## src/rtl/scanline_buffer_if.sv

```systemverilog
// -----------------------------------------------------------------------------
// scanline_buffer_if
// Renderer-side port of the scanline buffer: line request and pixel write
// handshake.
//   line_req  : one-cycle pulse, renderer must start producing line line_num
//   line_num  : line being requested, held until the next request
//   wr_valid  : renderer pixel valid
//   wr_ready  : buffer accepts a pixel this cycle
//   wr_data   : pixel colour (RRGGBB)
// Modports: master = renderer, slave = scanline buffer.
// -----------------------------------------------------------------------------
interface scanline_buffer_if #(
   parameter int COLOR_W = 6
);
   logic               line_req;
   logic [9:0]         line_num;
   logic               wr_valid;
   logic               wr_ready;
   logic [COLOR_W-1:0] wr_data;

   modport master (
      input  line_req, line_num, wr_ready,
      output wr_valid, wr_data
   );

   modport slave (
      output line_req, line_num, wr_ready,
      input  wr_valid, wr_data
   );
endinterface

```

## src/rtl/scanline_buffer.sv

```systemverilog
// -----------------------------------------------------------------------------
// scanline_buffer
// Double-buffered 160-entry line store sitting behind a 640x480@60 timing
// generator. One bank is shown at 4x horizontal replication while the renderer
// fills the other bank with the next scanline. Banks swap at x==640 of every
// row; lines are requested one line ahead of display.
//
// Ports:
//   clk, reset       : pixel clock, asynchronous active-high reset
//   x, y             : timing-generator column / row
//   blank            : high outside the 640x480 active area
//   hs_in, vs_in     : active-low syncs from the timing generator
//   rnd (slave)      : line request + valid/ready pixel write port
//   rgb              : registered pixel output (latency 2)
//   hs_out, vs_out   : syncs delayed 2 cycles to match rgb
//   underrun         : sticky, a requested line was incomplete at swap time
//
// Optional build macro: SCANBUF_UNDERRUN_COLOR_EN
//   Defined     : the line following an underrun is shown in magenta.
//   Not defined : the stale display bank is simply repeated.
// -----------------------------------------------------------------------------
module scanline_buffer #(
   parameter int LINE_PIX = 160,
   parameter int COLOR_W  = 6,
   parameter int V_ACTIVE = 480,
   parameter int V_TOTAL  = 525
) (
   input  logic               clk,
   input  logic               reset,
   input  logic [9:0]         x,
   input  logic [9:0]         y,
   input  logic               blank,
   input  logic               hs_in,
   input  logic               vs_in,
   scanline_buffer_if.slave   rnd,
   output logic [COLOR_W-1:0] rgb,
   output logic               hs_out,
   output logic               vs_out,
   output logic               underrun
);
   localparam int IDX_W  = $clog2(LINE_PIX + 1);
   localparam int ADDR_W = $clog2(2 * LINE_PIX);
   localparam logic [9:0]        EVT_X     = 10'(4 * LINE_PIX);
   localparam logic [10:0]       V_TOTAL_W = 11'(V_TOTAL);
   localparam logic [9:0]        V_ACT_W   = 10'(V_ACTIVE);
   localparam logic [IDX_W-1:0]  LAST_IDX  = IDX_W'(LINE_PIX - 1);
   localparam logic [ADDR_W-1:0] BANK_OFS  = ADDR_W'(LINE_PIX);

   typedef enum logic [1:0] {IDLE, FILL, DONE} state_t;

   state_t             state_reg, state_next;
   logic [IDX_W-1:0]   idx_reg;
   logic               disp_sel_reg;
   logic               disp_valid_reg;
   logic               underrun_reg;
   logic               line_req_reg;
   logic [9:0]         line_num_reg;

   logic               accept, last_accept, line_evt, req_line;
   logic               swap, abort;
   logic [10:0]        y_plus2;
   logic [9:0]         target;

   // ---------------- control decode ----------------
   assign accept      = rnd.wr_valid && (state_reg == FILL);
   assign last_accept = accept && (idx_reg == LAST_IDX);
   assign line_evt    = (x == EVT_X);
   // A final accept landing on the event edge still counts as a full line.
   assign swap        = line_evt && ((state_reg == DONE) || last_accept);
   assign abort       = line_evt && (state_reg == FILL) && !last_accept;

   assign y_plus2  = {1'b0, y} + 11'd2;
   assign target   = (y_plus2 >= V_TOTAL_W) ? 10'(y_plus2 - V_TOTAL_W) : y_plus2[9:0];
   assign req_line = (target < V_ACT_W);

   // ---------------- fill FSM ----------------
   always_ff @(posedge clk or posedge reset) begin
      if (reset) state_reg <= IDLE;
      else       state_reg <= state_next;
   end

   always_comb begin
      state_next = state_reg;
      if (state_reg == FILL && last_accept)
         state_next = DONE;
      if (line_evt) begin
         // Every line event ends the current fill (swap, abort or no-op);
         // a new request restarts it on the same edge.
         state_next = IDLE;
         if (req_line)
            state_next = FILL;
      end
   end

   always_comb begin
      rnd.wr_ready = (state_reg == FILL);
   end

   // ---------------- fill / swap datapath ----------------
   always_ff @(posedge clk or posedge reset) begin
      if (reset) begin
         idx_reg        <= '0;
         disp_sel_reg   <= 1'b0;
         disp_valid_reg <= 1'b0;
         underrun_reg   <= 1'b0;
         line_req_reg   <= 1'b0;
         line_num_reg   <= '0;
      end else begin
         line_req_reg <= line_evt && req_line;
         if (line_evt)
            idx_reg <= '0;
         else if (accept)
            idx_reg <= last_accept ? '0 : idx_reg + 1'b1;
         if (swap) begin
            disp_sel_reg   <= ~disp_sel_reg;
            disp_valid_reg <= 1'b1;
         end
         if (abort)
            underrun_reg <= 1'b1;
         if (line_evt && req_line)
            line_num_reg <= target;
      end
   end

   assign rnd.line_req = line_req_reg;
   assign rnd.line_num = line_num_reg;
   assign underrun     = underrun_reg;

   // ---------------- line store (both banks in one array) ----------------
   logic [COLOR_W-1:0] mem [0:2*LINE_PIX-1];
   logic [ADDR_W-1:0]  wr_addr, rd_addr;
   logic [7:0]         col, col_safe;
   logic [COLOR_W-1:0] rd_data;

   // Fill bank is always the one not on display, so read and write never collide.
   assign wr_addr  = ADDR_W'(idx_reg) + (disp_sel_reg ? '0 : BANK_OFS);
   assign col      = x[9:2];
   // Columns 160..199 only occur in blanking; gate them to entry 0.
   assign col_safe = (col < 8'(LINE_PIX)) ? col : 8'd0;
   assign rd_addr  = ADDR_W'(col_safe) + (disp_sel_reg ? BANK_OFS : '0);

   always_ff @(posedge clk) begin
      if (accept)
         mem[wr_addr] <= rnd.wr_data;
   end

   always_ff @(posedge clk) begin
      rd_data <= mem[rd_addr];
   end

   // ---------------- display pipeline ----------------
   logic               blank_d, hs_d, vs_d;
   logic [COLOR_W-1:0] pix;

`ifdef SCANBUF_UNDERRUN_COLOR_EN
   localparam logic [COLOR_W-1:0] UNDERRUN_COLOR = COLOR_W'(6'b110011);
   logic bad_line_reg;

   // Marks the line displayed after an aborted fill; lives until the next event.
   always_ff @(posedge clk or posedge reset) begin
      if (reset)         bad_line_reg <= 1'b0;
      else if (line_evt) bad_line_reg <= abort;
   end

   assign pix = bad_line_reg ? UNDERRUN_COLOR : (disp_valid_reg ? rd_data : '0);
`else
   assign pix = disp_valid_reg ? rd_data : '0;
`endif

   always_ff @(posedge clk or posedge reset) begin
      if (reset) begin
         blank_d <= 1'b1;
         hs_d    <= 1'b1;
         vs_d    <= 1'b1;
         rgb     <= '0;
         hs_out  <= 1'b1;
         vs_out  <= 1'b1;
      end else begin
         blank_d <= blank;
         hs_d    <= hs_in;
         vs_d    <= vs_in;
         rgb     <= blank_d ? '0 : pix;
         hs_out  <= hs_d;
         vs_out  <= vs_d;
      end
   end
endmodule

```

## src/flat_wrapper.sv

```systemverilog
// flat-port wrapper written by rule: the top's interface ports become plain ports
module scanline_buffer_flat 
#(
   parameter int LINE_PIX = 160,
   parameter int COLOR_W  = 6,
   parameter int V_ACTIVE = 480,
   parameter int V_TOTAL  = 525
)
  (clk, reset, x, y, blank, hs_in, vs_in, rgb, hs_out, vs_out, underrun, rnd_line_req, rnd_line_num, rnd_wr_ready, rnd_wr_valid, rnd_wr_data);
  scanline_buffer_if #(.COLOR_W(COLOR_W)) rnd_i ();
  input  logic clk;
  input  logic reset;
  input  logic [9:0] x;
  input  logic [9:0] y;
  input  logic blank;
  input  logic hs_in;
  input  logic vs_in;
  output logic [COLOR_W-1:0] rgb;
  output logic hs_out;
  output logic vs_out;
  output logic underrun;
  output wire logic [$bits(rnd_i.line_req)-1:0] rnd_line_req;
  output wire logic [$bits(rnd_i.line_num)-1:0] rnd_line_num;
  output wire logic [$bits(rnd_i.wr_ready)-1:0] rnd_wr_ready;
  input wire logic [$bits(rnd_i.wr_valid)-1:0] rnd_wr_valid;
  input wire logic [$bits(rnd_i.wr_data)-1:0] rnd_wr_data;
  assign rnd_line_req = rnd_i.line_req;
  assign rnd_line_num = rnd_i.line_num;
  assign rnd_wr_ready = rnd_i.wr_ready;
  assign rnd_i.wr_valid = rnd_wr_valid;
  assign rnd_i.wr_data = rnd_wr_data;
  scanline_buffer #(.LINE_PIX(LINE_PIX), .COLOR_W(COLOR_W), .V_ACTIVE(V_ACTIVE), .V_TOTAL(V_TOTAL)) u_core (.clk(clk), .reset(reset), .x(x), .y(y), .blank(blank), .hs_in(hs_in), .vs_in(vs_in), .rnd(rnd_i), .rgb(rgb), .hs_out(hs_out), .vs_out(vs_out), .underrun(underrun));
endmodule
```

## config.mk

```make
export PLATFORM = sky130hd
export DESIGN_NAME = scanline_buffer_flat
export DESIGN_NICKNAME = d
export VERILOG_FILES = /design/src/rtl/scanline_buffer_if.sv /design/src/rtl/scanline_buffer.sv /design/src/flat_wrapper.sv
export SDC_FILE = /design/constraint.sdc
export NUM_CORES = 2
export LEC_CHECK = 0
export BUFFER_PORTS_ARGS = -buffer_cell sky130_fd_sc_hd__buf_2
export CORE_MARGIN = 2
export CORE_UTILIZATION = 41
export CTS_BUF_LIST = sky130_fd_sc_hd__clkbuf_8
export DETAILED_ROUTE_END_ITERATION = 12
export SKIP_LAST_GASP = 1
export SLEW_MARGIN = 20
export SYNTH_ARGS = -nofsm -noshare
export SYNTH_HDL_FRONTEND = slang
export SYNTH_SLANG_ARGS = --single-unit
```

## constraint.sdc

```tcl
create_clock -name clk -period 2.9 [get_ports clk]
set_input_delay 0.87 -clock clk [delete_from_list [all_inputs] [get_ports clk]]
set_output_delay 0.87 -clock clk [all_outputs]
set_load 0.01 [all_outputs]
```

# Yosys cells after proc, flatten, opt, wreduce, memory -nomap -nowiden
# Memories as Yosys holds them, arrays and structs flattened. A register that Yosys moved wholly into a read port is not among the register bits.
# Cells that the tools add are included.
# word_totals
wordCells	52
inputBits	32
ram_bits	1920
memories	1
ff_bits	35
# op_classes
add_sub_neg	5
order_cmp	3
n_eq_ne	4
muxes	14
n_reduce_logical	11
bitwise	1
# mem_list
name	depth	width	read_ports	rd_ports_with_merged_regs	write_ports	line	source
u_core.mem	320	6	1	1	1	scanline_buffer.sv:130	logic [COLOR_W-1:0] mem [0:2*LINE_PIX-1];
# ops
operator	count
two-way mux 8 bit	6
adder 8 x 9 -> 9 bit	2
two-way mux 6 bit	2
adder 10 x 2 -> 11 bit (second input constant)	1
>= comparator 11 x 10 -> 1 bit (second input constant)	1
== test 10 bit (second input constant)	1
less-than comparator 10 x 9 -> 1 bit (second input constant)	1
two-way mux 10 bit	1
subtractor 10 bit (second input constant)	1
adder 8 x 1 -> 8 bit (second input constant)	1
== test 8 bit (second input constant)	1
less-than comparator 8 bit (second input constant)	1
logical AND 1 bit	7
two-way mux 2 bit	2
nonzero test 2 bit	2
two-way mux 1 bit	3
== test 2 x 1 -> 1 bit (second input constant)	1
== test 2 bit (second input constant)	1
zero test 1 bit	1
logical OR 1 bit	1
inverter 1 bit	1

# Logic depth before layout (Yosys ltp)
# depth
ltp_word	6
depth_mapped	14
mapped_depth_nobuf	10

# Worst setup path after synthesis
# Ideal clock, no wire load.
# synth_timing
path_type	input port to flip-flop
startpoint	input port y[1]
endpoint	register u_core.line_num_reg[0] (netlist: u_core.rnd.line_num[0])
n_path_buf	2
slack_ps	-455
cell_stages	11
required_ps	2775
t_arrival_ps	3230
cell_sequence	ha_1 -> buf_2 -> xnor2_1 -> nor2_2 -> a311oi_2 -> a31o_1 -> buf_6 -> a311oi_2 -> xnor2_1 -> o21bai_4 -> mux2_4
# synth_via
elab_chain_len	5
elab_cells_between_ends	6
# synth_lines
element	line	source
from (decl)	flat_wrapper.sv:14	input logic [9:0] y;
adder 10 x 2 -> 11 bit (*)	scanline_buffer.sv:72	assign y_plus2 = {1'b0, y} + 11'd2;
subtractor 10 bit or >= comparator 11 x 10 -> 1 bit (tied branches)	scanline_buffer.sv:73	assign target = (y_plus2 >= V_TOTAL_W) ? 10'(y_plus2 - V_TOTAL_W) : y_plus2[9:0];
two-way mux 10 bit (*)	scanline_buffer.sv:73	
less-than comparator 10 x 9 -> 1 bit	scanline_buffer.sv:74	assign req_line = (target < V_ACT_W);
logical AND 1 bit	scanline_buffer.sv:120	if (line_evt && req_line)
to (signal assigned)	scanline_buffer.sv:121	line_num_reg <= target;
to (decl)	scanline_buffer.sv:57	logic [9:0] line_num_reg;
# Mark *: on every way between the ends. The rest lies on a longest branch, timed or not.
# A chain may end at the register's enable or synchronous reset.

# Worst setup path in the final report
# layout_timing
startpoint	input port x[7]
endpoint	register u_core.rd_data[1], read port of u_core.mem
# layout_via
elab_chain_len	3
# layout_lines
element	line	source
from (decl)	flat_wrapper.sv:13	input logic [9:0] x;
less-than comparator 8 bit	scanline_buffer.sv:139	assign col_safe = (col < 8'(LINE_PIX)) ? col : 8'd0;
two-way mux 8 bit (*)	scanline_buffer.sv:139	
adder 8 x 9 -> 9 bit (*)	scanline_buffer.sv:140	assign rd_addr = ADDR_W'(col_safe) + (disp_sel_reg ? BANK_OFS : '0);
to (decl)	scanline_buffer.sv:133	logic [COLOR_W-1:0] rd_data;
# Marks and branches as above.

==> impl_metrics.json <==
{
  "seq_area_frac_synth": 0.747,
  "start_kind": "input port",
  "core_area_um2": 190000,
  "pwr_density_cell_nw_per_um2": 606,
  "die_y_um": 442,
  "grt-busiest-layer": "met2",
  "area_delta_synth_final_pct": 22.9,
  "synth_fa_ha_area_frac": 0.00239,
  "via_per_inst": 5.73,
  "grt_max_degree": 98,
  "fin_tns_setup_ps": -55.9,
  "path_clk_slew_ps": 60,
  "initial_utilization": 0.413,
  "antenna_found_initial": 10,
  "max-cap-violations": 0,
  "clock-sinks": 1961,
  "rsz0062_at_grt": "yes",
  "cts_tree": "yes",
  "gr-usage-met3": 0.0509,
  "use_met2": 0.384,
  "end_kind": "flop",
  "synth_most_common_cell": "edfxtp_1",
  "largest_reg_flops": 1920,
  "clk_latency_ps": 1050,
  "p_leak_nw": 33.7,
  "hold_viol": 0,
  "syn-num-nets": 4896,
  "setup_viol": 1,
  "gr-total-overflow": 0,
  "clock-root-buffer": "clkbuf_8",
  "gp_congestion": 0.926,
  "crit_arrival_ps": 3880,
  "synthSimpleGateAreaFrac": 0.0605,
  "io_buffers": 52,
  "cts_buffers": 336,
  "fin_nets": 6015,
  "total_power_mw": 58.5,
  "final.min_clock_period_ps": 2960,
  "ant_nets": 0,
  "tightest_slew_ps": 848,
  "vias": 49958,
  "grt_pass1_wl_um": 342000,
  "firstDrtPassIters": 6,
  "post_route_cells_drive_above_1_share": 0.289,
  "dpl.hpwl_um": 158000,
  "whs_ps": 211,
  "die_area_um2": 195000,
  "finalCritPeriodShare": 1.02,
  "hold_class": "in -> reg",
  "drtIter0Drc": 6266,
  "clock_path_buffers": 4,
  "dp_slack_ps": -1260,
  "violations": "negative setup slack",
  "synthXorXnorAreaFrac": 0.00246,
  "status": "finished, violations left",
  "utilization": 0.507,
  "syn-instance-count": 4849,
  "fp.dieW_um": 442,
  "num_rows": 160,
  "synth_top_cell_area_share": 0.735,
  "peakVddDrop_uv": 459,
  "relSlewSlack": 0.434,
  "synth_cell_types": 86,
  "synth_top_family_by_area": "compound AO/OA/AOI/OAI gates",
  "synth_area_leader_cell": "edfxtp_1",
  "ys_async_sr_fraction": 0.0178,
  "ys.flop_type": "edfxtp_1",
  "yosysWarnings": 0,
  "synthMuxAreaShare": 0.0829,
  "synth-seq-cells": 1961,
  "drc": 0,
  "synth_area_um2": 78500,
  "grt.total_usage": 0.242,
  "totalWireLength_um": 238000,
  "cts_max_level": 5,
  "cp_max_fo": 12,
  "synth.avg_cell_area_um2": 16.2,
  "wl_per_cell_um": 27.3,
  "grt_pass1_vias": 48964,
  "synth_edf_count": 1920,
  "netlist_top_cells_area": "edfxtp_1 (73%), mux2i_1 (4.4%), mux4_2 (3.2%)",
  "fmax_ghz": 0.338,
  "setup_ws_ps": -55.9,
  "criticalPathCategory": "in -> reg",
  "cp.required_ps": 3830,
  "ys_top_cells_by_count": "edfxtp_1 (1920), nor2_1 (401), nand2_1 (347)",
  "synth_compound_area_frac": 0.0833,
  "fin_worst_skew_ps": 83.1,
  "maxSlewViolCount": 0,
  "num_io_pins": 53,
  "grt_use_met1": 0.333
}
[final timing paths]
check / startpoint / end / slack, ps / cells past startpoint
setup / recovery: x[7] / u_core.rd_data[1] / -60 / 13
hold / removal: rnd_wr_data[2] / u_core.mem[43][2] / 210 / 1
setup reg to reg: u_core.disp_sel_reg / u_core.rd_data[2] / 20 / 10
hold reg to reg: u_core.hs_d / u_core.hs_out / 350 / 0
max in group asynchronous: reset / u_core.disp_sel_reg / 1760 / 3
min in group asynchronous: reset / u_core.rnd.line_req / 580 / 3
[routing by layer]
metal | routed length, µm | vias up
met5 | 26 | -
met4 | 7700 | 4
met3 | 21800 | 447
met2 | 111000 | 2520
met1 | 96900 | 25342
li1 | - | 21645
[where the power goes]
group	switching (mW)	total [mW]	internal, mW
Clock	10.9	22.6	11.7
Combinational	2.85	4.67	1.82
Sequential	0.0574	31.2	31.1
[cell type report]
cell class | instances | area [µm²]
Antenna cell | 5 | 12.5
Clock buffer | 343 | 4720
Clock inverter | 223 | 1140
Fill cell | 15722 | 93700
Inverter | 21 | 78.8
Multi-Input combinational cell | 2517 | 18600
Sequential cell | 1961 | 58700
Tap cell | 2511 | 3140
Timing Repair Buffer | 1131 | 10100
[metrics by stage]
step | cell area (µm²) | std cells
after floorplan | 79000 | 4849
after global placement | 90300 | 8135
after detailed placement | 90300 | 8135
after CTS | 96300 | 8707
after global routing | 96400 | 8711
final | 96400 | 8712
[layout by cell type (no fill, tap or decap), types with 12 or more instances in the layout]
cell | netlist | final
a211oi_1 | 81 | 76
a21oi_1 | 106 | 106
a221oi_1 | 78 | 71
a311oi_1 | 49 | 49
a31oi_1 | 67 | 66
and2_1 | 36 | 34
and3_1 | 18 | 17
buf_12 | 0 | 126
buf_2 | 131 | 43
buf_4 | 23 | 949
clkbuf_8 | 0 | 343
clkinv_1 | 0 | 88
clkinv_2 | 0 | 29
dfrtp_1 | 30 | 30
edfxtp_1 | 1920 | 1920
ha_1 | 15 | 12
inv_1 | 21 | 108
mux2_2 | 45 | 45
mux2i_1 | 343 | 342
mux4_2 | 110 | 110
nand2_1 | 347 | 337
nand2b_1 | 14 | 13
nand3_1 | 92 | 81
nor2_1 | 401 | 392
nor2b_1 | 58 | 57
nor3_1 | 54 | 52
o21ai_0 | 102 | 100
o221a_2 | 12 | 12
o221ai_1 | 108 | 108
o22ai_1 | 137 | 133
o32ai_1 | 16 | 13
or3_1 | 16 | 16
xnor2_1 | 18 | 16
[kinds of logic after synthesis]
kind of cell               Yosys count
muxes                              504
adders and majority gates           15
xor gates and xnor gates            22
AOI/OAI and AO/OA                  897
and+or+nand+nor                   1079
buffers and inverters              371
DFF                               1961
[worst max-delay path, cell delays in order]
cell and delay [ps]:
buf_2 110, buf_4 150, o21ai_4 170, buf_12 170
buf_4 160, buf_12 120, nand2_4 190, o22ai_1 430
buf_4 190, nor3_1 50, o41ai_2 690, nand4_1 370
o211ai_1 180
[repair_timing]
item | 4_1_cts | 5_1_grt
cloned | 1 | 0
setup buffers | 2 | 0
resized for setup | 23 | 22
endpoints found under the setup margin | 6 | 113
pin swaps | 2 | 4
hold buffers | 4 | 0
hold endpoints to repair | 10 | 0
Note: power is estimated with default switching activity, not from simulation.
